===== config.mk =====
export PLATFORM = sky130hd
export DESIGN_NAME = mdu_div_flat
export DESIGN_NICKNAME = d
export VERILOG_FILES = /design/src/rtl/mdu_pkg.sv /design/src/rtl/mdu_div_if.sv /design/src/rtl/div_step.sv /design/src/rtl/mdu_div.sv /design/src/flat_wrapper.sv
export SDC_FILE = /design/constraint.sdc
export NUM_CORES = 1
export LEC_CHECK = 0
export ABC_AREA = 1
export ABC_CLOCK_PERIOD_IN_PS = 3700
export CAP_MARGIN = 10
export CELL_PAD_IN_SITES_DETAIL_PLACEMENT = 1
export CELL_PAD_IN_SITES_GLOBAL_PLACEMENT = 2
export CORE_ASPECT_RATIO = 0.6
export CORE_UTILIZATION = 29
export DETAILED_ROUTE_END_ITERATION = 7
export PLACE_DENSITY = 0.77
export RECOVER_POWER = 25
export SYNTH_ARGS = -nofsm -noshare
export SYNTH_HDL_FRONTEND = slang
export SYNTH_SLANG_ARGS = --single-unit

===== constraint.sdc =====
create_clock -name clk -period 3.7 [get_ports clk]
set_input_delay 0.74 -clock clk [delete_from_list [all_inputs] [get_ports clk]]
set_output_delay 0.74 -clock clk [all_outputs]
set_load 0.01 [all_outputs]

===== src/rtl/mdu_pkg.sv =====
// Shared types and sizing for the RV32M iterative divider.
package mdu_pkg;

  localparam int XLEN      = 32;
  localparam int DIV_STEPS = XLEN;
  localparam int CNT_W     = $clog2(DIV_STEPS + 1);

  // Encodings match funct3[1:0] of the RV32M divide instructions.
  typedef enum logic [1:0] {
    OP_DIV  = 2'b00,
    OP_DIVU = 2'b01,
    OP_REM  = 2'b10,
    OP_REMU = 2'b11
  } div_op_e;

  typedef enum logic [1:0] {
    IDLE = 2'b00,
    CALC = 2'b01,
    DONE = 2'b10
  } div_state_e;

  function automatic logic [XLEN-1:0] abs_val(input logic [XLEN-1:0] v, input logic neg);
    return neg ? -v : v;
  endfunction

endpackage


===== src/rtl/mdu_div_if.sv =====
// Execute-stage handshake between the pipeline and the divider.
interface mdu_div_if;
  import mdu_pkg::*;

  logic            start;
  div_op_e         op;
  logic [XLEN-1:0] rs1_val;
  logic [XLEN-1:0] rs2_val;
  logic [4:0]      rd_in;
  logic            kill;
  logic            busy;
  logic            done;
  logic [XLEN-1:0] result;
  logic [4:0]      rd_out;

  modport master (
    output start, op, rs1_val, rs2_val, rd_in, kill,
    input  busy, done, result, rd_out
  );

  modport slave (
    input  start, op, rs1_val, rs2_val, rd_in, kill,
    output busy, done, result, rd_out
  );

endinterface


===== src/rtl/div_step.sv =====
// One restoring shift-subtract step of the radix-2 divider.
module div_step
  import mdu_pkg::*;
(
  input  logic [XLEN-1:0] rem,
  input  logic [XLEN-1:0] quot,
  input  logic [XLEN-1:0] divisor,
  output logic [XLEN-1:0] rem_next,
  output logic [XLEN-1:0] quot_next
);

  logic [XLEN:0] shifted;
  logic [XLEN:0] trial;

  // rem < divisor always holds, so the trial fits in XLEN+1 bits and its MSB is the sign.
  always_comb begin
    shifted   = {rem, quot[XLEN-1]};
    trial     = shifted - {1'b0, divisor};
    rem_next  = trial[XLEN] ? shifted[XLEN-1:0] : trial[XLEN-1:0];
    quot_next = {quot[XLEN-2:0], ~trial[XLEN]};
  end

endmodule


===== src/rtl/mdu_div.sv =====
// RV32M DIV/DIVU/REM/REMU: FSM, step counter, sign handling and result registers.
module mdu_div
  import mdu_pkg::*;
(
  input  logic       clk,
  input  logic       reset,
  mdu_div_if.slave   bus
);

  div_state_e      state, state_next;
  logic [CNT_W-1:0] count;
  logic [XLEN-1:0] rem_q, quot_q, divisor_q;
  logic [XLEN-1:0] rem_nx, quot_nx;
  div_op_e         op_q;
  logic            sign_a, sign_b;
  logic [4:0]      rd_lat;
  logic [XLEN-1:0] result_q;
  logic [4:0]      rd_out_q;

  logic            accept, is_signed, a_neg, b_neg, div_zero, overflow;
  logic            last_step, op_is_rem;
  logic            done_c;
  logic [XLEN-1:0] q_fix, r_fix, final_val, special_val;

  div_step u_step (
    .rem       (rem_q),
    .quot      (quot_q),
    .divisor   (divisor_q),
    .rem_next  (rem_nx),
    .quot_next (quot_nx)
  );

  always_comb begin
    accept      = (state == IDLE) && bus.start && !bus.kill;
    is_signed   = (bus.op == OP_DIV) || (bus.op == OP_REM);
    op_is_rem   = (bus.op == OP_REM) || (bus.op == OP_REMU);
    a_neg       = is_signed && bus.rs1_val[XLEN-1];
    b_neg       = is_signed && bus.rs2_val[XLEN-1];
    div_zero    = (bus.rs2_val == '0);
    overflow    = is_signed && (bus.rs1_val == {1'b1, {(XLEN-1){1'b0}}}) && (bus.rs2_val == '1);
    special_val = '0;
    if (div_zero)
      special_val = op_is_rem ? bus.rs1_val : '1;
    else if (overflow)
      special_val = op_is_rem ? '0 : {1'b1, {(XLEN-1){1'b0}}};
    last_step   = (state == CALC) && (count == CNT_W'(1));
    q_fix       = (sign_a ^ sign_b) ? -quot_nx : quot_nx;
    r_fix       = sign_a ? -rem_nx : rem_nx;
    final_val   = ((op_q == OP_REM) || (op_q == OP_REMU)) ? r_fix : q_fix;
  end

  always_ff @(posedge clk or negedge reset) begin
    if (!reset) state <= IDLE;
    else        state <= state_next;
  end

  always_comb begin
    state_next = state;
    done_c     = 1'b0;
    case (state)
      IDLE: if (accept) state_next = (div_zero || overflow) ? DONE : CALC;
      CALC: begin
        if (bus.kill)       state_next = IDLE;
        else if (last_step) state_next = DONE;
      end
      DONE: begin
        state_next = IDLE;
        done_c     = !bus.kill;
      end
      default: state_next = IDLE;
    endcase
  end

  // Special cases skip CALC and write the result straight away on the start edge.
  always_ff @(posedge clk or negedge reset) begin
    if (!reset) begin
      count     <= '0;
      rem_q     <= '0;
      quot_q    <= '0;
      divisor_q <= '0;
      op_q      <= OP_DIV;
      sign_a    <= 1'b0;
      sign_b    <= 1'b0;
      rd_lat    <= '0;
      result_q  <= '0;
      rd_out_q  <= '0;
    end else if (accept) begin
      op_q   <= bus.op;
      rd_lat <= bus.rd_in;
      sign_a <= a_neg;
      sign_b <= b_neg;
      if (div_zero || overflow) begin
        result_q <= special_val;
        rd_out_q <= bus.rd_in;
      end else begin
        rem_q     <= '0;
        quot_q    <= abs_val(bus.rs1_val, a_neg);
        divisor_q <= abs_val(bus.rs2_val, b_neg);
        count     <= CNT_W'(DIV_STEPS);
      end
    end else if ((state == CALC) && !bus.kill) begin
      rem_q  <= rem_nx;
      quot_q <= quot_nx;
      count  <= count - CNT_W'(1);
      if (last_step) begin
        result_q <= final_val;
        rd_out_q <= rd_lat;
      end
    end
  end

  assign bus.busy   = (state != IDLE);
  assign bus.done   = done_c;
  assign bus.result = result_q;
  assign bus.rd_out = rd_out_q;

endmodule

===== src/flat_wrapper.sv =====
// flat-port wrapper written by rule: the top's interface ports become plain ports
module mdu_div_flat import mdu_pkg::*;
  (clk, reset, bus_start, bus_op, bus_rs1_val, bus_rs2_val, bus_rd_in, bus_kill, bus_busy, bus_done, bus_result, bus_rd_out);
  mdu_div_if bus_i ();
  input  logic clk;
  input  logic reset;
  input wire logic [$bits(bus_i.start)-1:0] bus_start;
  input wire logic [$bits(bus_i.op)-1:0] bus_op;
  input wire logic [$bits(bus_i.rs1_val)-1:0] bus_rs1_val;
  input wire logic [$bits(bus_i.rs2_val)-1:0] bus_rs2_val;
  input wire logic [$bits(bus_i.rd_in)-1:0] bus_rd_in;
  input wire logic [$bits(bus_i.kill)-1:0] bus_kill;
  output wire logic [$bits(bus_i.busy)-1:0] bus_busy;
  output wire logic [$bits(bus_i.done)-1:0] bus_done;
  output wire logic [$bits(bus_i.result)-1:0] bus_result;
  output wire logic [$bits(bus_i.rd_out)-1:0] bus_rd_out;
  assign bus_i.start = bus_start;
  assign bus_i.op = bus_op;
  assign bus_i.rs1_val = bus_rs1_val;
  assign bus_i.rs2_val = bus_rs2_val;
  assign bus_i.rd_in = bus_rd_in;
  assign bus_i.kill = bus_kill;
  assign bus_busy = bus_i.busy;
  assign bus_done = bus_i.done;
  assign bus_result = bus_i.result;
  assign bus_rd_out = bus_i.rd_out;
  mdu_div u_core (.clk(clk), .reset(reset), .bus(bus_i));
endmodule

==> run summary, run 1 <==
slowest stage cell, crit path: o41ai_4
H-tree depth: 4
global route overflow: 0
total design power: 20.93 mW
Setup crit end kind: flip-flop
Slew HR: -46.20%
WP data required: 4050 ps
dominant synthesized flop cell: dfrtp_1
area of the multi-input gates: 8901 sq um
# setup viols final: 8
launch point of the worst path: u_core.quot_q[31]
clk_lat worst skew: 460 ps
core footprint: 43780 sq um
unrepaired setup endpoints after global routing: true
# fillers: 5618
kind of cell adding the most delay to the critical path: simple AND/OR/NAND/NOR gates
Worst Path Buf+Inv: 4
Final Max Tran Viols: 32
pwr dens: 1103 nW/um^2
Sequential cell area: 3729 sq um
vias per cell: 5.038
Die ar.: 45780 sq um
worst setup path endpoint: u_core.bus.result[24]
Hold WS: 482.1 ps
CTS tree: yes
clk_skew: 14.94 ps
detailed-route DRC error count: 0
Crit Path Max Fanout: 3
Clock Path Buffers: 2
Worst-path clk slew: 70 ps
row cnt: 59
PortBufs: 113
DRT antenna net count: 0
post-layout net count: 2613
post-synth top area share: 28.64%
area leader, netlist: dfrtp_1
failing checks: max-capacitance violations, max-slew violations, negative setup slack
worst slew pin tran: 2193 ps
synthesized flop and latch total: 149
hold crit path type: reg -> reg
first-pass GRT wire length: 89.93 mm
via count: 15560
Final min period: 3857 ps
EDFF count, synth: 0
Startpoint Class: flip-flop
YS warnings: 0
worst reg2reg path depth: 28
maximum VDD drop: 0.4983 mV
most frequent cell after synthesis: nand2_1
synth-to-layout area growth: 45.71%
top cells by area, synth: dfrtp_1, nand2_1, inv_1
root buf cell: clkbuf_16
Routed Wire Length: 60.76 mm
share of layout cells above drive strength 1: 25.54%
Worst Path Class, Setup: reg -> reg
number of global-route vias before repair: 15120
ANT cells: 0
Cell variety after synth: 53
wire per inst: 19.67 microns
initial antenna violation count: 2
crit-path most repeated cell: nand2_2
largest net degree at the start of global routing: 63
fmax: 0.2593 GHz
Final Hold Vio Count: 0
Core Util, Final: 43.34%
worst reg2reg startpoint: u_core.quot_q[31]
Hold Buf Count CTS: 0
crit path DAT: 4210 ps
final worst slack: -156.9 ps
synthesized cell area: 13020 sq um
initial core utilization: 29.74%
HPWL Detailed: 47.66 mm
CP Depth: 28
syn avg cell area: 6.212 sq um
Max-cap violations: 1
RD Place Congestion: 0.9181
fraction of the yosys area taken by sequential cells: 28.64%
clk sinks: 149
die height: 166.1 microns
Post-Syn Nets: 2211
status: finished with violations
first-pass iteration count of the detailed router: 5
die width: 275.5 microns
r2r endpoint: u_core.bus.result[24]
Leak: 9.450 nW
I/O pins: 114
synth cell count leaders: nand2_1, inv_1, o21ai_0
CP max stage delay: 390 ps
aggregate global-route resource usage: 25.75%
Async SR Flop Fraction: 100.0%
Iteration-0 DRC Markers: 1207
CTS buffer count: 17
Tcrit/Tclk final: 104.2%
Cells after Synth: 2096
R2R Setup Slk: -160 ps
-- worst reg2reg max path: cells and delay by family (launching register included) --
kind | cells | cell delay [ps]
AND/OR/NAND/NOR | 19 | 1720
adder cells (fa/ha/maj) | 3 | 700
buffers and inverters | 4 | 490
AO/OA/AOI/OAI | 2 | 480
flip-flops | 1 | 370
-- metrics by stage --
step	setup slack [ps]	setup TNS, ps	cell area, sq um	std cells
2_1_floorplan	16.91	0	13060	2096
3_3_place_gp	-924.3	-39970	16900	3008
3_5_place_dp	-951.7	-53630	16900	3008
4_1_cts	-74.03	-271.1	17690	3052
5_1_grt	-340.3	-3897	18970	3089
6_report	-156.9	-549.5	18970	3089
-- where the power goes --
part           internal (mW)  switching, mW
logic                   6.72           9.42
registers               2.28          0.645
clock network           1.01          0.847
total                   10.0           10.9
-- how the worst min path moves through the flow --
stage	startpoint	end	slack, ps	cells after the start
floorplan	reset	u_core.bus.rd_out[0]	440	0
global placement	u_core.rd_lat[3]	u_core.rd_lat[3]	460	2
detailed placement	u_core.rd_lat[0]	u_core.rd_lat[0]	470	2
CTS	reset	u_core.rem_q[7]	190	1
global route	u_core.rd_lat[2]	u_core.rd_lat[2]	500	2
finish	u_core.bus.result[16]	u_core.bus.result[16]	480	2
-- sequential cells by signal, summed over array words and instances, names as in the netlist --
register / count
u_core.bus.rd_out: 5
u_core.bus.result: 32
u_core.count: 6
u_core.divisor_q: 32
u_core.op_q: 1
u_core.quot_q: 32
u_core.rd_lat: 5
u_core.rem_q: 32
u_core.sign_a: 1
u_core.sign_b: 1
u_core.state: 2
-- layout make-up --
cell class | count | area share, %
Multi-Input combinational cell | 1573 | 46.92
Timing Repair Buffer | 448 | 20.33
Sequential cell | 149 | 19.65
Inverter | 309 | 6.173
Tap cell | 579 | 3.819
Clock buffer | 17 | 2.242
Clock inverter | 14 | 0.8639
-- cell families after synthesis --
kind of cell	Yosys count	synth area share, %
compound gates	325	13.78
xor+xnor	69	4.642
fa+ha+maj	40	3.902
buf+inv	374	11.11
flops	149	28.64
simple gates	1139	37.93
-- repair_timing --
action                                  in CTS  in global routing
buffers inserted                            13                 37
endpoints found under the setup margin      42                 40
gates resized for setup                     28                238
endpoints found under the hold margin        0                  0
pin swaps                                    8                 62
gates cloned                                 0                  1
-- layer usage --
| layer | up-vias | track usage, % | part of all wire, % |
|---|---|---|---|
| li1 | 7510 | - | - |
| met1 | 7607 | 40.99 | 52 |
| met2 | 411 | 33.94 | 40 |
| met3 | 33 | 6.810 | 7.2 |
| met4 | 0 | 4.324 | 0.92 |
| met5 | - | 0 | 0 |
-- cell usage in the layout (no fill, tap or decap), types with 7 or more instances in the layout --
cell type / synthesis / final
ha_4: 0 / 23
dfrtp_1: 149 / 149
nor4_1: 11 / 11
or2_2: 9 / 9
nor2_1: 165 / 148
nor2_2: 13 / 18
a31oi_1: 15 / 15
nand3_2: 2 / 20
clkdlybuf4s50_1: 0 / 110
clkbuf_16: 0 / 18
nand4_1: 30 / 30
nor3_1: 42 / 35
nand3_1: 145 / 122
o21ai_0: 167 / 154
nand2_4: 9 / 19
o21ai_2: 1 / 7
xnor2_1: 12 / 12
o21ai_1: 12 / 17
o22ai_1: 16 / 13
inv_2: 9 / 34
nor2_4: 3 / 15
inv_1: 297 / 268
a21oi_1: 73 / 68
nand2_2: 30 / 86
ha_1: 39 / 15
buf_4: 0 / 308
buf_6: 3 / 13
and2_1: 8 / 8
xor2_1: 57 / 57
nand2_1: 660 / 589
buf_12: 0 / 12
o211ai_1: 17 / 17
Power figures use the tool's default switching activity.
==> inputs of run 2 (changes only) <==
--- a/config.mk
+++ b/config.mk
@@ -10,7 +10,6 @@
 export CAP_MARGIN = 10
 export CELL_PAD_IN_SITES_DETAIL_PLACEMENT = 1
 export CELL_PAD_IN_SITES_GLOBAL_PLACEMENT = 2
-export CORE_ASPECT_RATIO = 0.6
 export CORE_UTILIZATION = 29
 export DETAILED_ROUTE_END_ITERATION = 7
 export PLACE_DENSITY = 0.77
==> run 2 against run 1 <==
Against the previous run:
- total power down 14%
- clock-buffer cell count up 3
- largest power group unchanged
- flip-flop and latch count unchanged
- the run still ends with max-capacitance violations, max-slew violations, negative setup slack left
- critical path depth down 8
- wire length down 7.5%
==> run summary, run 2 (synthesis gave the netlist of run 1 again) <==
initial antenna violation count: 2 (unchanged)
initial core utilization: 29.44% (was 29.74%)
die width: 213.9 microns (was 275.5 microns)
hold crit path type: reg -> reg (unchanged)
wire per inst: 18.66 microns (was 19.67 microns)
via count: 14840 (was 15560)
die height: 213.9 microns (was 166.1 microns)
Leak: 8.816 nW (was 9.450 nW)
# fillers: 5708 (was 5618)
placed cell count: 2961 (was 3008)
row cnt: 77 (was 59)
ANT cells: 0 (unchanged)
first-pass GRT wire length: 86.18 mm (was 89.93 mm)
# setup viols final: 6 (was 8)
most frequent cells in the layout: nand2_1, inv_1, buf_4 (was nand2_1, buf_4, inv_1)
CTS tree: yes (unchanged)
Final Max Tran Viols: 73 (was 32)
switching power: 9.591 mW (was 10.92 mW)
sw frac: 53.18% (was 52.16%)
core footprint: 44220 sq um (was 43780 sq um)
Final min period: 3804 ps (was 3857 ps)
Max-cap violations: 1 (unchanged)
crit path DAT: 4170 ps (was 4210 ps)
clk sinks: 149 (unchanged)
Int Power: 8.445 mW (was 10.01 mW)
clk_skew: 15.98 ps (was 14.94 ps)
unrepaired setup endpoints after global routing: true (unchanged)
R2R Setup Slk: -100 ps (was -160 ps)
global route overflow: 0 (unchanged)
worst slew pin tran: 2074 ps (was 2193 ps)
Startpoint Class: flip-flop (unchanged)
Iteration-0 DRC Markers: 738 (was 1207)
failing checks: max-capacitance violations, max-slew violations, negative setup slack (unchanged)
Worst-path clk slew: 70 ps (about the same)
DRT antenna net count: 0 (unchanged)
leading cell type in the layout, fill and taps excluded: nand2_1 (unchanged)
Tcrit/Tclk final: 102.8% (was 104.2%)
final worst slack: -103.7 ps (was -156.9 ps)
post-layout net count: 2520 (was 2613)
Crit Path Max Fanout: 3 (unchanged)
RD Place Congestion: 0.9375 (was 0.9181)
synth-to-layout area growth: 35.13% (was 45.71%)
Die ar.: 45750 sq um (was 45780 sq um)
pwr dens: 1025 nW/um^2 (was 1103 nW/um^2)
Setup crit end kind: flip-flop (unchanged)
HPWL Detailed: 44.95 mm (was 47.66 mm)
vias per cell: 4.930 (was 5.038)
I/O pins: 114 (unchanged)
clock share of power: 9.2% (was 8.9%)
area post-placement: 16430 sq um (was 16900 sq um)
Core Util, Final: 39.79% (was 43.34%)
maximum VDD drop: 0.5914 mV (was 0.4983 mV)
sequential share of power: 16.1% (was 14.0%)
WP data required: 4070 ps (was 4050 ps)
Non-Filler Instances: 3010 (was 3089)
final instance area: 17590 sq um (was 18970 sq um)
status: finished with violations (unchanged)
Clock Path Buffers: 2 (unchanged)
fmax: 0.2629 GHz (was 0.2593 GHz)
Hold WS: 478.1 ps (was 482.1 ps)
Final Hold Vio Count: 0 (unchanged)
aggregate global-route resource usage: 25.05% (was 25.75%)
PortBufs: 113 (unchanged)
clk_lat worst skew: 490 ps (was 460 ps)
root buf cell: clkbuf_16 (unchanged)
detailed-route DRC error count: 0 (unchanged)
H-tree depth: 4 (unchanged)
first-pass iteration count of the detailed router: 6 (was 5)
share of layout cells above drive strength 1: 18.28% (was 25.54%)
largest net degree at the start of global routing: 73 (was 63)
number of global-route vias before repair: 15300 (was 15120)
Routed Wire Length: 56.18 mm (was 60.76 mm)
Worst Path Class, Setup: reg -> reg (unchanged)
Slew HR: -38.29% (was -46.20%)
combinational power share: 74.8% (was 77.1%)
CTS buffer count: 17 (unchanged)
[run 2: cell count changes in the layout (fill, tap and decap cells not counted), moves of 10 or more]
cell / delta
buf_4: -79
nand2_1: +51
nand2_2: -39
inv_1: +17
nand3_1: +14
inv_2: -13
nand3_2: -11
buf_6: -10
nor2_1: +10
[run 2: layer usage]
metal,up-vias,wire (microns),GRT usage (%)
met4,0,1399,8.350
met2,271,26270,40.73
met5,-,0,0
met3,70,1900,3.515
met1,7182,26610,33.95
li1,7317,-,-
[run 2: what timing repair did]
item | 4_1_cts | 5_1_grt
buffers inserted | 9 | 10
cloned | 0 | 1
gates resized for setup | 19 | 88
hold buffers | 0 | 0
endpoints found under the setup margin | 13 | 34
pin swaps | 14 | 30
[run 2: path summary, 6_finish.rpt]
kind	startpoint	endpoint	cells after the start
max	u_core.divisor_q[31]	u_core.bus.result[28]	20
min	u_core.rd_lat[1]	u_core.rd_lat[1]	2
max reg2reg	u_core.divisor_q[31]	u_core.bus.result[28]	20
min reg2reg	u_core.rd_lat[1]	u_core.rd_lat[1]	2
max in group asynchronous	reset	u_core.divisor_q[25]	2
min in group asynchronous	reset	u_core.bus.result[21]	1
[run 2: through the flow]
step | TNS (ps) | setup WS [ps] | total power, mW
after floorplan | 0 | 16.91 | 10.02
after global placement | -12750 | -479.4 | 15.00
after detailed placement | -11810 | -436.6 | 15.28
after CTS | -370.7 | -129.0 | 17.22
after global routing | -3051 | -307.1 | 19.61
final | -328.5 | -103.7 | 18.04
[run 2: area by class of cell]
class                           count  area [sq um]  area share, %
Multi-Input combinational cell   1573          8377          47.61
Sequential cell                   149          3729          21.19
Timing Repair Buffer              355          3069          17.44
Inverter                          309          1160          6.592
Tap cell                          592         740.7          4.210
Clock buffer                       20         436.7          2.482
Clock inverter                     12         82.58         0.4693
[run 2: power by group through the flow]
stage	combinational [mW]	sequential (mW)	clock, mW
finish	13.5	2.90	1.65
global route	14.9	2.97	1.75
CTS	12.7	2.87	1.70
detailed placement	12.4	2.88	0
global placement	12.2	2.85	0
floorplan	7.25	2.77	0
[run 2: critical path, stage by stage, from the launching register on]
cell      delay, ps
dfrtp_1         380
inv_1           200
ha_4            260
a21o_1          180
nor2_1          100
nand2_1         100
a21oi_4         270
nand3_4         160
nand2_8         110
ha_4            140
nand3_4          80
nor3_4          140
nand3_2         120
nor3_4          300
nand4_1         230
o41ai_2         380
o21ai_1         150
o211ai_1        180
nand2_1          70
nand2_1          70
nand2_1          50
